--- config.mk ---
export PLATFORM = sky130hd
export DESIGN_NAME = hsv_core_flush_ctrl
export DESIGN_NICKNAME = d
export VERILOG_FILES = /design/src/rtl/hsv_core_flush_ctrl.sv
export SDC_FILE = /design/constraint.sdc
export NUM_CORES = 1
export LEC_CHECK = 0
export ABC_AREA = 1
export CORE_AREA = 5 5 64 66
export CTS_BUF_LIST = sky130_fd_sc_hd__clkbuf_16
export DETAILED_ROUTE_END_ITERATION = 7
export DIE_AREA = 0 0 69 71
export PLACE_DENSITY_LB_ADDON = 0.3
export SYNTH_ARGS = -nofsm -noshare
export SYNTH_HDL_FRONTEND = slang
export SYNTH_SLANG_ARGS = --single-unit
--- constraint.sdc ---
create_clock -name clk_core -period 2.9 [get_ports clk_core]
set_input_delay 0.58 -clock clk_core [delete_from_list [all_inputs] [get_ports clk_core]]
set_output_delay 0.58 -clock clk_core [all_outputs]
set_load 0.01 [all_outputs]
--- src/rtl/hsv_core_flush_ctrl.sv ---
// hsv_core_flush_ctrl
// Initiator side of the core flush req/ack handshake. Broadcasts flush_req to
// all execution units, waits for every unit to acknowledge entry and then to
// release, and finishes with a one-cycle fetch redirect to the captured PC.
// A flush toward RESET_PC is forced out of reset.
//
// Build option: define HSV_FLUSH_TIMEOUT_EN to add a per-phase watchdog that
// raises sticky timeout_error; without it timeout_error is tied low.
//
// state       | meaning
// ------------+-----------------------------------------------------------
// ST_IDLE     | no flush in progress; trigger accepted here only
// ST_ENTER    | flush_req high; waiting for every unit to acknowledge
// ST_EXIT     | flush_req low; waiting for every unit to drop its ack
// ST_REDIRECT | one-cycle redirect pulse to redirect_pc, then back to idle
module hsv_core_flush_ctrl #(
    parameter int          NUM_UNITS = 4,
    parameter logic [31:0] RESET_PC  = 32'h0000_0000,
    parameter int          TIMEOUT   = 255
) (
    input  logic                 clk_core,
    input  logic                 rst_core_n,
    input  logic                 trigger_valid,
    output logic                 trigger_ready,
    input  logic [31:0]          trigger_pc,
    output logic                 flush_req,
    input  logic [NUM_UNITS-1:0] flush_ack,
    output logic                 flushing,
    output logic                 redirect_valid,
    output logic [31:0]          redirect_pc,
    output logic                 proto_error,
    output logic                 timeout_error
);

    typedef enum logic [1:0] {
        ST_IDLE     = 2'd0,
        ST_ENTER    = 2'd1,
        ST_EXIT     = 2'd2,
        ST_REDIRECT = 2'd3
    } state_t;

    state_t state;
    state_t state_next;
    logic   all_ack;
    logic   any_ack;

    // The watchdog counter is 8 bits wide, so the limit must fit in it.
    if (NUM_UNITS < 1 || TIMEOUT < 1 || TIMEOUT > 255) begin : g_param_check
        $error("hsv_core_flush_ctrl: need NUM_UNITS >= 1 and TIMEOUT in 1..255");
    end

    assign all_ack = &flush_ack;
    assign any_ack = |flush_ack;

    // State register; reset always restarts a flush from ENTER.
    always_ff @(posedge clk_core) begin
        if (!rst_core_n) begin
            state <= ST_ENTER;
        end else begin
            state <= state_next;
        end
    end

    // Next-state: progress depends only on the AND/OR of the unit acks.
    always_comb begin
        state_next = state;
        case (state)
            ST_IDLE:     if (trigger_valid) state_next = ST_ENTER;
            ST_ENTER:    if (all_ack)       state_next = ST_EXIT;
            ST_EXIT:     if (!any_ack)      state_next = ST_REDIRECT;
            ST_REDIRECT:                    state_next = ST_IDLE;
            default:                        state_next = ST_ENTER;
        endcase
    end

    // Outputs are pure decodes of the state, so flush_req drops on the same
    // edge that moves ENTER to EXIT.
    always_comb begin
        trigger_ready  = 1'b0;
        flushing       = 1'b1;
        flush_req      = 1'b0;
        redirect_valid = 1'b0;
        case (state)
            ST_IDLE: begin
                trigger_ready = 1'b1;
                flushing      = 1'b0;
            end
            ST_ENTER:    flush_req      = 1'b1;
            ST_REDIRECT: redirect_valid = 1'b1;
            default: ;
        endcase
    end

    // Target capture on accept and the sticky protocol-violation flag. An ack
    // while idle or redirecting is recorded but never steers the FSM.
    always_ff @(posedge clk_core) begin
        if (!rst_core_n) begin
            redirect_pc <= RESET_PC;
            proto_error <= 1'b0;
        end else begin
            if (state == ST_IDLE && trigger_valid) begin
                redirect_pc <= trigger_pc;
            end
            if ((state == ST_IDLE || state == ST_REDIRECT) && any_ack) begin
                proto_error <= 1'b1;
            end
        end
    end

`ifdef HSV_FLUSH_TIMEOUT_EN
    localparam logic [7:0] CNT_LAST = 8'(TIMEOUT - 1);

    logic [7:0] phase_cnt;
    logic       waiting;

    assign waiting = (state == ST_ENTER) || (state == ST_EXIT);

    // Watchdog: counts cycles spent in one wait phase and flags the phase
    // that reaches TIMEOUT; the FSM itself keeps waiting.
    always_ff @(posedge clk_core) begin
        if (!rst_core_n) begin
            phase_cnt     <= '0;
            timeout_error <= 1'b0;
        end else begin
            if (state_next != state) begin
                phase_cnt <= '0;
            end else if (waiting && phase_cnt != 8'hFF) begin
                phase_cnt <= phase_cnt + 8'd1;
            end
            if (waiting && state_next == state && phase_cnt == CNT_LAST) begin
                timeout_error <= 1'b1;
            end
        end
    end
`else
    assign timeout_error = 1'b0;
`endif

endmodule

# ---- After elaboration in Yosys (flattened, before gate mapping)
# Index checks and enable logic that the tools add are counted.
dict set report word_totals {
  output_inout_bits 38
  inputBits 39
  reg_bits 35
}
dict set report op_classes {
  n_mux 8
  n_reduce_logical 7
  eq_ne 6
}
# cell count
set ops {}
lappend ops {{$pmux W2 S4} 1}
lappend ops {{$mux W2} 3}
lappend ops {{$ne A2 B2 Y1 const B} 3}
lappend ops {{$eq A2 B2 Y1 const B} 2}
lappend ops {{$mux W1} 4}
lappend ops {{$reduce_and A4 Y1} 1}
lappend ops {{$reduce_or A4 Y1} 1}
lappend ops {{$reduce_and A3 Y1} 1}
lappend ops {{$eq A2 B1 Y1 const B} 1}
lappend ops {{$logic_and A1 B1 Y1} 2}
lappend ops {{$logic_not A2 Y1} 1}
lappend ops {{$logic_or A1 B1 Y1} 1}

# ---- Logic depth before layout (Yosys ltp)
# Gate-level depths: netlist (run 1).
dict set report depth {
  word_depth 3
  mapped_depth 8
}

# ---- Worst setup path before layout (run 1)
# Ideal clock, no wire load.
dict set report synth_path {
  kind {register to output}
  from {register state[0]}
  to {output port flushing}
  required_time_ps 2320
  arrival_ps 789
  setup_slack_ps 1531
  stages_incl_launch_ff 4
  path_cell_list {dfxtp_1 inv_1 ha_1 inv_2}
}
dict set report synth_via {
  elab_chain_cells 2
}
# item line_no
set synth_rtl {}
lappend synth_rtl {{start, declared} 42} ;# state_t state;
lappend synth_rtl {{start signal, assigned} 60} ;# state <= state_next;
lappend synth_rtl {{$logic_not A2 Y1} 83} ;# case (state)
lappend synth_rtl {{$mux W1} 83}
lappend synth_rtl {{end, declared} 28} ;# output logic flushing,
# Every way passes these cells.

# ---- Worst setup path after layout (run 1)
# Ends and elaborated chain as after synthesis.

==> impl_metrics.json, run 1 <==
{
  "synth_cells": 174,
  "ys_types": 22,
  "fin_crit_ns": 2.18,
  "startpoint": "state[0]",
  "cp.required_ns": 2.32,
  "post-dp-hpwl_um": 2370,
  "synth_area_per_cell_sq_um": 7.90,
  "p_total_uw": 1860,
  "hold_viol": 0,
  "ctsHoldBuffers": 0,
  "wirelength_um": 3340,
  "cp_cell_sequence": "inv_1 > ha_1 > inv_2 > clkdlybuf4s50_1",
  "clock_sinks": 35,
  "slowest_stage": "clkdlybuf4s50_1",
  "firstDrtPassIters": 3,
  "rr_startpoint": "state[0]",
  "cts_buffers": 5,
  "fin_nets": 292,
  "crit_type": "reg2out",
  "fmax_ghz": 0.458,
  "ys_seq_area_share_pct": 51.0,
  "drt_iter0_markers": 70,
  "grt_max_degree": 36,
  "worst-path-max-fanout": 4,
  "status": "finished clean",
  "place_congestion": 0.703,
  "maxCapViolCount": 0,
  "io_buffers": 75,
  "gr-usage-all-layers_pct": 14.3,
  "cts.reportedPaths.clkPinSlew_ns": 0.05,
  "setup_viol": 0,
  "post-route-period-util_pct": 75.3,
  "coreArea_sq_um": 3520,
  "htreeDepth": 2,
  "end_kind": "output port",
  "finalSetupTns_ns": 0,
  "io_pins": 77,
  "drive_above_1_share_pct": 6.02,
  "slew_headroom_pct": 65.6,
  "synth_area_sq_um": 1370,
  "floorplan.die_area_sq_um": 4900,
  "arrival_ns": 1.60,
  "antenna_cells": 0,
  "post_cts_buffers": 0,
  "die_width_um": 69,
  "clkLatencyLatePin_ns": 0.27,
  "p_per_area_nw_per_um2": 822,
  "syn_nets": 218,
  "grt_pass1_wl_um": 5780,
  "clock_path_buffers": 2,
  "crit_path_start_kind": "flop",
  "hold_class": "reg2reg",
  "hp-start": "proto_error",
  "ir_worst_vdd_mv": 0.594,
  "leakagePower_uw": 0.000894,
  "grt.overflow.total": 0,
  "yosysWarnings": 0,
  "area_delta_synth_final_pct": 64.7,
  "first_global_vias": 1310,
  "die_y_um": 71,
  "postRouteAntennaNets": 0,
  "ctsResizeCount": 0,
  "num_rows": 22,
  "grt_antenna_before_repair": 0,
  "final-max-slew-violation-count": 0,
  "root_buffer": "clkbuf_16",
  "cts_tree": "done",
  "initial_core_util_pct": 39.0,
  "cp_slowest_stage_delay_ns": 0.53,
  "viasPerCell": 4.44,
  "rsz0062_at_grt": "no",
  "synth-seq-cells": 35,
  "skew_ns": 0.00241,
  "drc": 0,
  "tightest_slew_ns": 0.515,
  "wire_per_inst_um": 11.2,
  "vias": 1318
}
-- Yosys cell counts (all sizes together) --
cell type / number / area [sq um]
nand2: 8 / 32.5
dfxtp: 35 / 701
or2: 2 / 15.0
buf: 7 / 58.8
a21oi: 1 / 5.00
clkbuf: 3 / 15.0
inv: 7 / 26.3
o21ai: 33 / 169
conb: 1 / 3.75
nand3: 2 / 15.0
ha: 5 / 62.6
nor2: 68 / 258
nand4: 2 / 12.5
-- worst paths after layout --
check | endpoint | slack [ns] | cells past startpoint
max | flushing | 0.72 | 4
min | proto_error | 0.47 | 2
max reg2reg | redirect_pc[25] | 1.17 | 7
min reg2reg | proto_error | 0.47 | 2
-- registers in the layout, summed over array words and instances (netlist names) --
register and count:
redirect_pc 32, proto_error 1, state 2
-- placed cells by master (no fill, tap or decap) --
cell / instances
or2_2: 1
inv_2: 2
nand3_2: 1
nand3_1: 1
o21ai_2: 1
a21oi_1: 1
dfxtp_1: 35
nand2_1: 7
o21ai_1: 3
or2_4: 1
ha_1: 5
nand4_1: 2
o21ai_0: 29
buf_4: 2
clkinv_1: 2
clkbuf_16: 5
nor2_1: 67
inv_1: 6
nand2_2: 1
nor2_2: 1
clkdlybuf4s50_1: 75
conb_1: 1
-- layer usage --
metal  GRT usage [%]  share of wire [%]  vias up
li1                -                  -      698
met1            17.4                 48      568
met2            22.8                 43       50
met3            6.25                8.8        2
met4            4.56               0.30        0
met5               0                  0        -
-- metrics by stage --
step                cells  setup slack (ns)  hold WS, ns  cell area, sq um  util (%)
floorplan             174              1.53        0.479              1370         -
global placement      289             0.852        0.460              2130      60.3
detailed placement    289             0.801        0.464              2130      60.3
CTS                   297             0.700        0.480              2260      64.2
global route          297             0.631        0.510              2260      64.2
finish                297             0.716        0.468              2260      64.2
-- area by class of cell --
class,instances,area (sq um)
multi-input cells,122,573
clock inverters,3,11.3
flip-flops and latches,35,701
well taps,48,60.1
clock buffers,5,125
repair buffers,77,766
inverters,7,26.3
fillers,360,1260
-- kinds of logic (layout without fill, tap and decap cells) --
group	Yosys count	in the layout	share of synthesized area [%]
compound gates	34	34	12.7
fa+ha+maj	5	5	4.55
buf+inv	17	92	7.29
flops	35	35	51.0
other cells	1	1	0.273
simple gates	82	82	24.2
-- power by group --
group / internal, uW / switching, uW / total [uW]
Combinational: 384 / 337 / 722
Sequential: 596 / 59.7 / 656
Clock: 308 / 174 / 482
-- worst max-delay path, delay by kind of cell, from the launching register on --
kind / cells / cell delay, ns
adders and majority gates: 1 / 0.25
DFF: 1 / 0.39
buffers and inverters: 3 / 0.70
No activity file was read; power rests on OpenSTA's default activity.
==> inputs of run 2 (changes only) <==
--- a/config.mk
+++ b/config.mk
@@ -6,10 +6,10 @@
 export NUM_CORES = 1
 export LEC_CHECK = 0
 export ABC_AREA = 1
-export CORE_AREA = 5 5 64 66
+export CORE_AREA = 5 5 67 69
 export CTS_BUF_LIST = sky130_fd_sc_hd__clkbuf_16
 export DETAILED_ROUTE_END_ITERATION = 7
-export DIE_AREA = 0 0 69 71
+export DIE_AREA = 0 0 72 74
 export PLACE_DENSITY_LB_ADDON = 0.3
 export SYNTH_ARGS = -nofsm -noshare
 export SYNTH_HDL_FRONTEND = slang
==> constraint.sdc (replaced) <==
create_clock -name clk_core -period 2.3 [get_ports clk_core]
set_input_delay 0.46 -clock clk_core [delete_from_list [all_inputs] [get_ports clk_core]]
set_output_delay 0.46 -clock clk_core [all_outputs]
set_load 0.01 [all_outputs]
==> impl_metrics.json, run 2 (synthesized netlist as in run 1, its figures left out) <==
{
  "grt_antenna_before_repair": 0,
  "post_cts_buffers": 0,
  "rr_startpoint": "state[1]",
  "post-route-period-util_pct": 88.6,
  "tightest_slew_ns": 0.524,
  "post-dp-hpwl_um": 2380,
  "largest_register": "redirect_pc",
  "skew_ns": 0.00383,
  "drive_above_1_share_pct": 6.45,
  "cts.reportedPaths.clkPinSlew_ns": 0.05,
  "cts_buffers": 5,
  "slew_headroom_pct": 65.0,
  "root_buffer": "clkbuf_16",
  "largest_reg_flops": 32,
  "setup_viol": 0,
  "cp.required_ns": 1.84,
  "vias": 1310,
  "fin_crit_ns": 2.04,
  "worst-path-max-fanout": 4,
  "grt_max_degree": 36,
  "cp_slowest_stage_delay_ns": 0.52,
  "startpoint": "state[0]",
  "initial_core_util_pct": 35.6,
  "gr-usage-all-layers_pct": 13.4,
  "fmax_ghz": 0.491,
  "rr_worst_depth": 6,
  "place_congestion": 0.738,
  "htreeDepth": 2,
  "floorplan.die_area_sq_um": 5330,
  "pre_cts_slack_ns": 0.547,
  "crit_type": "reg2out",
  "ctsResizeCount": 0,
  "status": "finished clean",
  "clkLatencyLatePin_ns": 0.27,
  "cp_cell_sequence": "inv_1 > ha_1 > inv_2 > clkdlybuf4s50_1",
  "ctsHoldBuffers": 0,
  "hp-start": "proto_error",
  "grt_pass1_wl_um": 5530,
  "wire_per_inst_um": 11.3,
  "drt_iter0_markers": 82,
  "viasPerCell": 4.40,
  "die_y_um": 74,
  "finalSetupTns_ns": 0,
  "hold_class": "reg2reg",
  "reg2reg_slack_ns": 0.87,
  "first_global_vias": 1254,
  "leakagePower_uw": 0.000905,
  "coreArea_sq_um": 3860,
  "wirelength_um": 3360,
  "arrival_ns": 1.58,
  "maxCapViolCount": 0,
  "fin_nets": 292,
  "postRouteAntennaNets": 0,
  "ir_worst_vdd_mv": 0.638,
  "cts_tree": "done",
  "final_cell_mix": "75 x clkdlybuf4s50_1, 67 x nor2_1, 35 x dfxtp_1, 29 x o21ai_0, 7 x nand2_1",
  "final-max-slew-violation-count": 0,
  "io_buffers": 75,
  "firstDrtPassIters": 3,
  "clock_path_buffers": 2,
  "crit_family": "buffers and inverters",
  "rsz0062_at_grt": "no",
  "grt.overflow.total": 0,
  "hold_depth": 2,
  "num_rows": 23,
  "end_kind": "output port",
  "p_per_area_nw_per_um2": 1080,
  "largestRegisters": "redirect_pc x32, state x2, proto_error x1",
  "antenna_cells": 0,
  "critPathBufInv": 3,
  "setup_ws_ns": 0.263,
  "clock_sinks": 35,
  "drc": 0,
  "die_width_um": 72,
  "area_delta_synth_final_pct": 66.5,
  "slowest_stage": "clkdlybuf4s50_1",
  "io_pins": 77,
  "hold_end": "proto_error",
  "hold_viol": 0,
  "crit_path_start_kind": "flop",
  "reg2reg_to": "redirect_pc[25]",
  "layout_commonest_cell": "clkdlybuf4s50_1"
}
==> run 2: cell types whose count changed in the layout (fill, tap and decap cells not counted), sizes merged <==
cell / delta
bufinv: +1
clkinv: -2
==> run 2: worst max-delay path by stage <==
| stage | to | slack [ns] | depth (start not counted) |
|---|---|---|---|
| after floorplan | state[1] | 1.01 | 8 |
| after global placement | flushing | 0.57 | 4 |
| after detailed placement | flushing | 0.55 | 4 |
| after CTS | flushing | 0.25 | 4 |
| after global routing | flushing | 0.17 | 4 |
| final | flushing | 0.26 | 4 |
==> run 2: per-stage QoR <==
| stage | area [sq um] | hold WS (ns) | util [%] | power, uW | std cells |
|---|---|---|---|---|---|
| after floorplan | 1370 | 0.479 | - | 1330 | 174 |
| after global placement | 2130 | 0.453 | 55.2 | 1750 | 291 |
| after detailed placement | 2130 | 0.461 | 55.2 | 1760 | 291 |
| after CTS | 2290 | 0.472 | 59.3 | 2500 | 298 |
| after global routing | 2290 | 0.503 | 59.3 | 2650 | 298 |
| final | 2290 | 0.466 | 59.3 | 2460 | 298 |
==> run 2: layer usage <==
metal / global-route usage [%] / vias to the layer above / share of wire (%)
li1: - / 696 / -
met1: 15.4 / 565 / 42
met2: 22.6 / 47 / 49
met3: 5.14 / 2 / 8.8
met4: 5.64 / 0 / 0.98
met5: 0 / - / 0
==> run 2: worst reg2reg max path: cells and delay by family, from the launching register on <==
kind / cells / cell delay, ns
adder cells (fa/ha/maj): 1 / 0.24
buffers and inverters: 2 / 0.53
flip-flops: 1 / 0.32
AND/OR/NAND/NOR: 3 / 0.30
==> run 2: layout make-up <==
class | instances | area (sq um)
fill | 365 | 1570
timing repair buffer | 77 | 766
sequential | 35 | 701
multi-input combinational | 122 | 573
clock buffer | 5 | 125
tap | 50 | 62.6
clock inverter | 2 | 33.8
inverter | 7 | 26.3
==> run 2: where the power goes <==
part / switching (uW) / total, uW / internal (uW)
registers: 74.0 / 826 / 752
logic: 429 / 916 / 487
clock network: 220 / 720 / 500
==> inputs of run 3 (changes only) <==
--- a/config.mk
+++ b/config.mk
@@ -11,6 +11,7 @@
 export DETAILED_ROUTE_END_ITERATION = 7
 export DIE_AREA = 0 0 72 74
 export PLACE_DENSITY_LB_ADDON = 0.3
+export SLEW_MARGIN = 15
 export SYNTH_ARGS = -nofsm -noshare
 export SYNTH_HDL_FRONTEND = slang
 export SYNTH_SLANG_ARGS = --single-unit
==> results of run 3 <==
Final layout, timing and power as in run 2 (identical DEF).
